File: config.mk
export PLATFORM = sky130hd
export DESIGN_NAME = ber_monitor_flat
export DESIGN_NICKNAME = d
export VERILOG_FILES = /design/src/rtl/ber_monitor_if.sv /design/src/rtl/ber_monitor.sv /design/src/flat_wrapper.sv
export SDC_FILE = /design/constraint.sdc
export NUM_CORES = 1
export LEC_CHECK = 0
export CAP_MARGIN = 20
export CORE_ASPECT_RATIO = 0.9
export CORE_MARGIN = 2
export CORE_UTILIZATION = 69
export DETAILED_ROUTE_END_ITERATION = 8
export DONT_BUFFER_PORTS = 1
export HOLD_SLACK_MARGIN = 0.03
export PLACE_DENSITY_LB_ADDON = 0.1
export SLEW_MARGIN = 20
export SYNTH_ARGS = -nofsm -noshare
export SYNTH_HDL_FRONTEND = slang
export SYNTH_SLANG_ARGS = --single-unit
File: constraint.sdc
create_clock -name clk_i -period 14 [get_ports clk_i]
set_input_delay 2.1 -clock clk_i [delete_from_list [all_inputs] [get_ports clk_i]]
set_output_delay 2.1 -clock clk_i [all_outputs]
set_load 0.005 [all_outputs]
File: src/rtl/ber_monitor_if.sv
// Sample and result bundle for ber_monitor: the master drives control and sample words,
// the slave (the monitor) returns status and the last completed window's results.
interface ber_monitor_if;
    logic        start;
    logic        abort;
    logic        valid;
    logic [63:0] golden;
    logic [63:0] observed;
    logic        busy;
    logic        done;
    logic [31:0] err_bits;
    logic [31:0] err_words;
    logic [63:0] ber_est;

    modport master (
        output start, abort, valid, golden, observed,
        input  busy, done, err_bits, err_words, ber_est
    );

    modport slave (
        input  start, abort, valid, golden, observed,
        output busy, done, err_bits, err_words, ber_est
    );
endinterface

File: src/rtl/ber_monitor.sv
// Windowed bit-error-rate monitor: compares golden vs observed words over 2^WindowLog2 samples
// and reports error bits, error words and a probability*2^64 BER estimate.
module ber_popcnt_lane #(
    parameter int VEC_W = 8,
    parameter int CW    = $clog2(VEC_W + 1)
) (
    input  logic [VEC_W-1:0] vec_i,
    output logic [CW-1:0]    cnt_o
);
    always_comb begin
        cnt_o = '0;
        for (int b = 0; b < VEC_W; b++) cnt_o = cnt_o + CW'(vec_i[b]);
    end
endmodule

module ber_monitor #(
    parameter int DataWidth  = 64,
    parameter int WindowLog2 = 10
) (
    input  logic          clk_i,
    input  logic          rst_ni,
    ber_monitor_if.slave  bus
);
    localparam int VEC_W     = 8;
    localparam int NUM_LANES = DataWidth / VEC_W;
    localparam int LANE_CW   = $clog2(VEC_W + 1);
    localparam int STAGES    = 2;
    localparam int SHIFT     = 58 - WindowLog2;
    localparam logic [WindowLog2-1:0] LAST = WindowLog2'((1 << WindowLog2) - 1);

    typedef enum logic [1:0] {IDLE, RUN, DRAIN, DONE} state_e;

    state_e                              state_q, state_d;
    logic                                drain_q, drain_d;
    logic                                accept, clr, load, kill, busy;
    logic [WindowLog2-1:0]               cnt_q;
    logic [STAGES:1]                     vld_pipe_q;
    logic [NUM_LANES-1:0][VEC_W-1:0]     diff_q;
    logic [NUM_LANES-1:0][LANE_CW-1:0]   lane_cnt;
    logic [6:0]                          pop_d, pop_q;
    logic [31:0]                         acc_bits_q, acc_words_q;
    logic [31:0]                         err_bits_q, err_words_q;
    logic [63:0]                         ber_q;
    logic                                done_q;
    logic [64:0]                         ber_wide;

    // Abort outranks every other event once a window is in flight.
    assign kill = bus.abort && (state_q != IDLE);

    always_comb begin
        state_d = state_q;
        drain_d = 1'b0;
        accept  = 1'b0;
        clr     = 1'b0;
        load    = 1'b0;
        busy    = 1'b0;
        case (state_q)
            IDLE: begin
                if (bus.start) begin
                    clr     = 1'b1;
                    state_d = RUN;
                end
            end
            RUN: begin
                busy = 1'b1;
                if (bus.abort) begin
                    state_d = IDLE;
                end else if (bus.valid) begin
                    accept = 1'b1;
                    if (cnt_q == LAST) state_d = DRAIN;
                end
            end
            DRAIN: begin
                busy = 1'b1;
                if (bus.abort)    state_d = IDLE;
                else if (drain_q) state_d = DONE;
                else              drain_d = 1'b1;
            end
            DONE: begin
                if (bus.abort) begin
                    state_d = IDLE;
                end else begin
                    load    = 1'b1;
                    state_d = IDLE;
                end
            end
            default: state_d = IDLE;
        endcase
    end

    always_ff @(posedge clk_i or negedge rst_ni) begin
        if (!rst_ni) begin
            state_q <= IDLE;
            drain_q <= 1'b0;
        end else begin
            state_q <= state_d;
            drain_q <= drain_d;
        end
    end

    // Popcount split into byte lanes, summed into the stage-2 register.
    for (genvar l = 0; l < NUM_LANES; l++) begin : g_lane
        ber_popcnt_lane #(.VEC_W(VEC_W), .CW(LANE_CW)) u_lane (
            .vec_i (diff_q[l]),
            .cnt_o (lane_cnt[l])
        );
    end

    always_comb begin
        pop_d = '0;
        for (int l = 0; l < NUM_LANES; l++) pop_d = pop_d + 7'(lane_cnt[l]);
    end

    assign ber_wide = 65'(acc_bits_q) << SHIFT;

    always_ff @(posedge clk_i or negedge rst_ni) begin
        if (!rst_ni) begin
            cnt_q       <= '0;
            vld_pipe_q  <= '0;
            diff_q      <= '0;
            pop_q       <= '0;
            acc_bits_q  <= '0;
            acc_words_q <= '0;
            err_bits_q  <= '0;
            err_words_q <= '0;
            ber_q       <= '0;
            done_q      <= 1'b0;
        end else begin
            vld_pipe_q <= {vld_pipe_q[STAGES-1:1] & {(STAGES-1){!kill}}, accept};
            if (accept) diff_q <= bus.golden ^ bus.observed;
            pop_q <= pop_d;
            if (clr)         cnt_q <= '0;
            else if (accept) cnt_q <= cnt_q + 1'b1;
            if (clr) begin
                acc_bits_q  <= '0;
                acc_words_q <= '0;
            end else if (vld_pipe_q[STAGES] && !kill) begin
                acc_bits_q  <= acc_bits_q + 32'(pop_q);
                acc_words_q <= acc_words_q + 32'(pop_q != 7'd0);
            end
            if (load) begin
                err_bits_q  <= acc_bits_q;
                err_words_q <= acc_words_q;
                ber_q       <= ber_wide[64] ? '1 : ber_wide[63:0];
            end
            done_q <= load;
        end
    end

    assign bus.busy      = busy;
    assign bus.done      = done_q;
    assign bus.err_bits  = err_bits_q;
    assign bus.err_words = err_words_q;
    assign bus.ber_est   = ber_q;
endmodule
File: src/flat_wrapper.sv
// flat-port wrapper written by rule: the top's interface ports become plain ports
module ber_monitor_flat 
#(
    parameter int DataWidth  = 64,
    parameter int WindowLog2 = 10
)
  (clk_i, rst_ni, bus_start, bus_abort, bus_valid, bus_golden, bus_observed, bus_busy, bus_done, bus_err_bits, bus_err_words, bus_ber_est);
  ber_monitor_if bus_i ();
  input  logic clk_i;
  input  logic rst_ni;
  input wire logic [$bits(bus_i.start)-1:0] bus_start;
  input wire logic [$bits(bus_i.abort)-1:0] bus_abort;
  input wire logic [$bits(bus_i.valid)-1:0] bus_valid;
  input wire logic [$bits(bus_i.golden)-1:0] bus_golden;
  input wire logic [$bits(bus_i.observed)-1:0] bus_observed;
  output wire logic [$bits(bus_i.busy)-1:0] bus_busy;
  output wire logic [$bits(bus_i.done)-1:0] bus_done;
  output wire logic [$bits(bus_i.err_bits)-1:0] bus_err_bits;
  output wire logic [$bits(bus_i.err_words)-1:0] bus_err_words;
  output wire logic [$bits(bus_i.ber_est)-1:0] bus_ber_est;
  assign bus_i.start = bus_start;
  assign bus_i.abort = bus_abort;
  assign bus_i.valid = bus_valid;
  assign bus_i.golden = bus_golden;
  assign bus_i.observed = bus_observed;
  assign bus_busy = bus_i.busy;
  assign bus_done = bus_i.done;
  assign bus_err_bits = bus_i.err_bits;
  assign bus_err_words = bus_i.err_words;
  assign bus_ber_est = bus_i.ber_est;
  ber_monitor #(.DataWidth(DataWidth), .WindowLog2(WindowLog2)) u_core (.clk_i(clk_i), .rst_ni(rst_ni), .bus(bus_i));
endmodule
==> metrics.yaml <==
clocking:
  root_buffer: "clkbuf_16"
  post_cts_resized: 0
  htree_num_levels: 1
  numCtsBuffers: 24
  insertion_delay_ns: 0.51
  post_cts_buffers: 0
  cts_tree: "done"
  cts_sinks: 231
  cts_buffer_depth: 3
  cts.clk_slew.worst_paths_ns: 0.06
  cts_hold_buf: 0
synthesis:
  async_flop_share_pct: 100
  synth.distinct_cells: 59
  synth-seq-cells: 231
  ys.flop_type: "dfrtp_1"
  ys_warn_count: 0
  netlist_area_sq_um: 12500
  syn_inst: 1316
  ys_seq_area_share_pct: 46.3
  syn_nets: 1538
  syn_avg_cell_area_sq_um: 9.48
  synth_edf_count: 0
drt:
  antenna_left: 0
  drt_wl_total_mm: 24.3
  avgViaCountPerCell: 5.71
  vias: 8612
  wl_per_cell_um: 16.1
  drt_pre_antenna_iters: 7
  first_iter_violations: 567
  drc: 0
timing:
  final-setup-viol-count: 0
  tns_ns: 0
  max_freq_mhz: 126
  hold_viol: 0
  worstMarginPinSlew_ns: 0.995
  max_slew_margin_pct: 33.5
  rsz0062_at_grt: "no"
  period_share_pct: 56.6
  period_needed_ns: 7.92
  drv_slew: 0
  skew_ns: 0.00825
  holdWs_ns: 0.417
place:
  dp_hpwl_mm: 16.4
  port_buffers: 0
  place_area_sq_um: 12300
  place.gp.congestion: 0.840
final_layout:
  fin_nets: 1475
  final_common_cell: "nand2_1"
  regArea_sq_um: 5780
  drive_above_1_share_pct: 4.50
  fin_util_pct: 74.3
  mostFrequentLayoutCells: "270 x nand2_1, 230 x dfrtp_1, 106 x inv_1"
  fill_cells: 1304
  antenna_cells: 0
  design_area_sq_um: 13100
  area_delta_synth_final_pct: 5.17
  multi_input_area_sq_um: 5770
global_route:
  grt_start_max_net_pins: 232
  grt_pass1_vias: 8479
  grt_pass1_wl_mm: 41.2
  gr-total-overflow: 0
  antenna_found_initial: 0
  track_usage_pct: 25.9
setup_path:
  cp_num_buf_inv: 4
  crit_top_cell: "fa_1"
  worstPathMaxFanout: 3
  crit_chain: "fa_1 -> inv_1 -> fa_1 -> fa_1 -> fa_1 -> inv_1 -> ha_1 -> inv_1 -> fa_1 -> fa_1 -> fa_1 -> fa_1 -> fa_1 -> fa_1 -> fa_1 -> inv_1 -> ha_1 -> nor2b_1 -> o21ai_0 -> a21boi_0 -> or4b_2 -> o311ai_0"
  end_kind: "register"
  worstSetupStartpointType: "register"
  worst_path_max_delay_cell: "or4b_2"
  critPathRequiredTime_ns: 14.40
  arrival_ns: 8.32
  slowest_delay_ns: 0.62
  crit_type: "reg2reg"
  critical_path.top_delay_family: "adder cells"
run_status:
  run_status: "completed"
die:
  fp.dieArea_sq_um: 19200
  fp.dieW_um: 146
  core_sq_um: 17700
  pin_count: 263
  start_util_pct: 70.6
  std_cell_rows: 46
  die_h_um: 132
job:
  max_cap_violations: 0
worst_hold_path:
  hold_path.class: "reg2reg"
## metrics by stage
stage,std cells,setup slack (ns)
6_report,1508,6.08
5_1_grt,1508,5.76
4_1_cts,1508,6.03
3_5_place_dp,1467,6.04
3_3_place_gp,1467,6.14
2_1_floorplan,1316,6.30
## synthesized netlist by cell type (2+ instances only)
cell         n  share of area [%]
o21ai_0     78                3.1
and3_1      10               0.50
nor2b_1      3               0.15
buf_4       48                2.9
or3_1       15               0.75
nor3_1       6               0.24
nand3_1     17               0.68
clkbuf_1    38                1.1
fa_1        53                8.5
ha_1        36                3.6
a211oi_1     4               0.24
and2_1       3               0.15
o211ai_1     7               0.42
or4_1       13               0.78
nor2_1     104                3.1
o2111ai_1    4               0.28
nor4_1       5               0.25
xnor2_1     48                3.4
buf_1        8               0.24
dfrtp_1    231                 46
o21bai_1     2               0.12
nand2_1    270                8.1
a21o_1       5               0.30
or2_1        2               0.10
o21ai_1      3               0.12
mux2i_1      3               0.24
nand2b_1     7               0.35
nand4_1     19               0.95
xor2_1      57                4.0
o31ai_1      8               0.48
and4_1       2               0.14
a21oi_1     73                2.9
inv_1      108                3.2
## registers in the layout, summed over array words and instances (netlist names)
signal	flops
u_core.acc_bits_q	32
u_core.acc_words_q	32
u_core.bus.ber_est	16
u_core.bus.done	1
u_core.bus.err_bits	32
u_core.bus.err_words	32
u_core.cnt_q	10
u_core.diff_q	64
u_core.drain_q	1
u_core.pop_q	7
u_core.state_q	2
u_core.vld_pipe_q	2
## per-layer routing
layer / wire, um / GRT usage (%) / up-vias
met5: 0 / 0 / -
met4: 379 / 6.10 / 0
met3: 1470 / 4.31 / 33
met2: 12000 / 43.9 / 264
met1: 10400 / 35.5 / 4211
li1: - / - / 4104
## worst paths after layout
check | cells after the start | end | start | slack [ns]
worst max register to register | 22 | u_core.pop_q[5] | u_core.diff_q[5] | 6.08
worst min register to register | 1 | u_core.drain_q | u_core.drain_q | 0.42
worst min-delay path | 1 | u_core.drain_q | u_core.drain_q | 0.42
min in group asynchronous | 0 | u_core.bus.err_bits[25] | rst_ni | 1.28
max in group asynchronous | 0 | u_core.diff_q[25] | rst_ni | 12.38
worst max-delay path | 22 | u_core.pop_q[5] | u_core.diff_q[5] | 6.08
## cell type report
type                            count  share of cell area [%]
Sequential cell                   231                    44.1
Clock inverter                      4                   0.725
Multi-Input combinational cell    883                    43.9
Timing Repair Buffer                5                   0.315
Clock buffer                       37                    5.57
Inverter                          108                    3.10
Tap cell                          240                    2.29
## cells by family (layout without fill, tap and decap cells)
logic type	after synthesis	in the layout	share of synthesized area, %
compound gates	198	198	9.08
xor+xnor	105	105	7.37
fa+ha+maj	89	89	12.1
buf+inv	202	154	7.52
flops	231	231	46.3
mux	3	3	0.241
simple gates	488	488	17.3
Power is left out: the tool's default activity adds up to more than one toggle a clock period on the data nets, which glitch-free logic cannot reach.
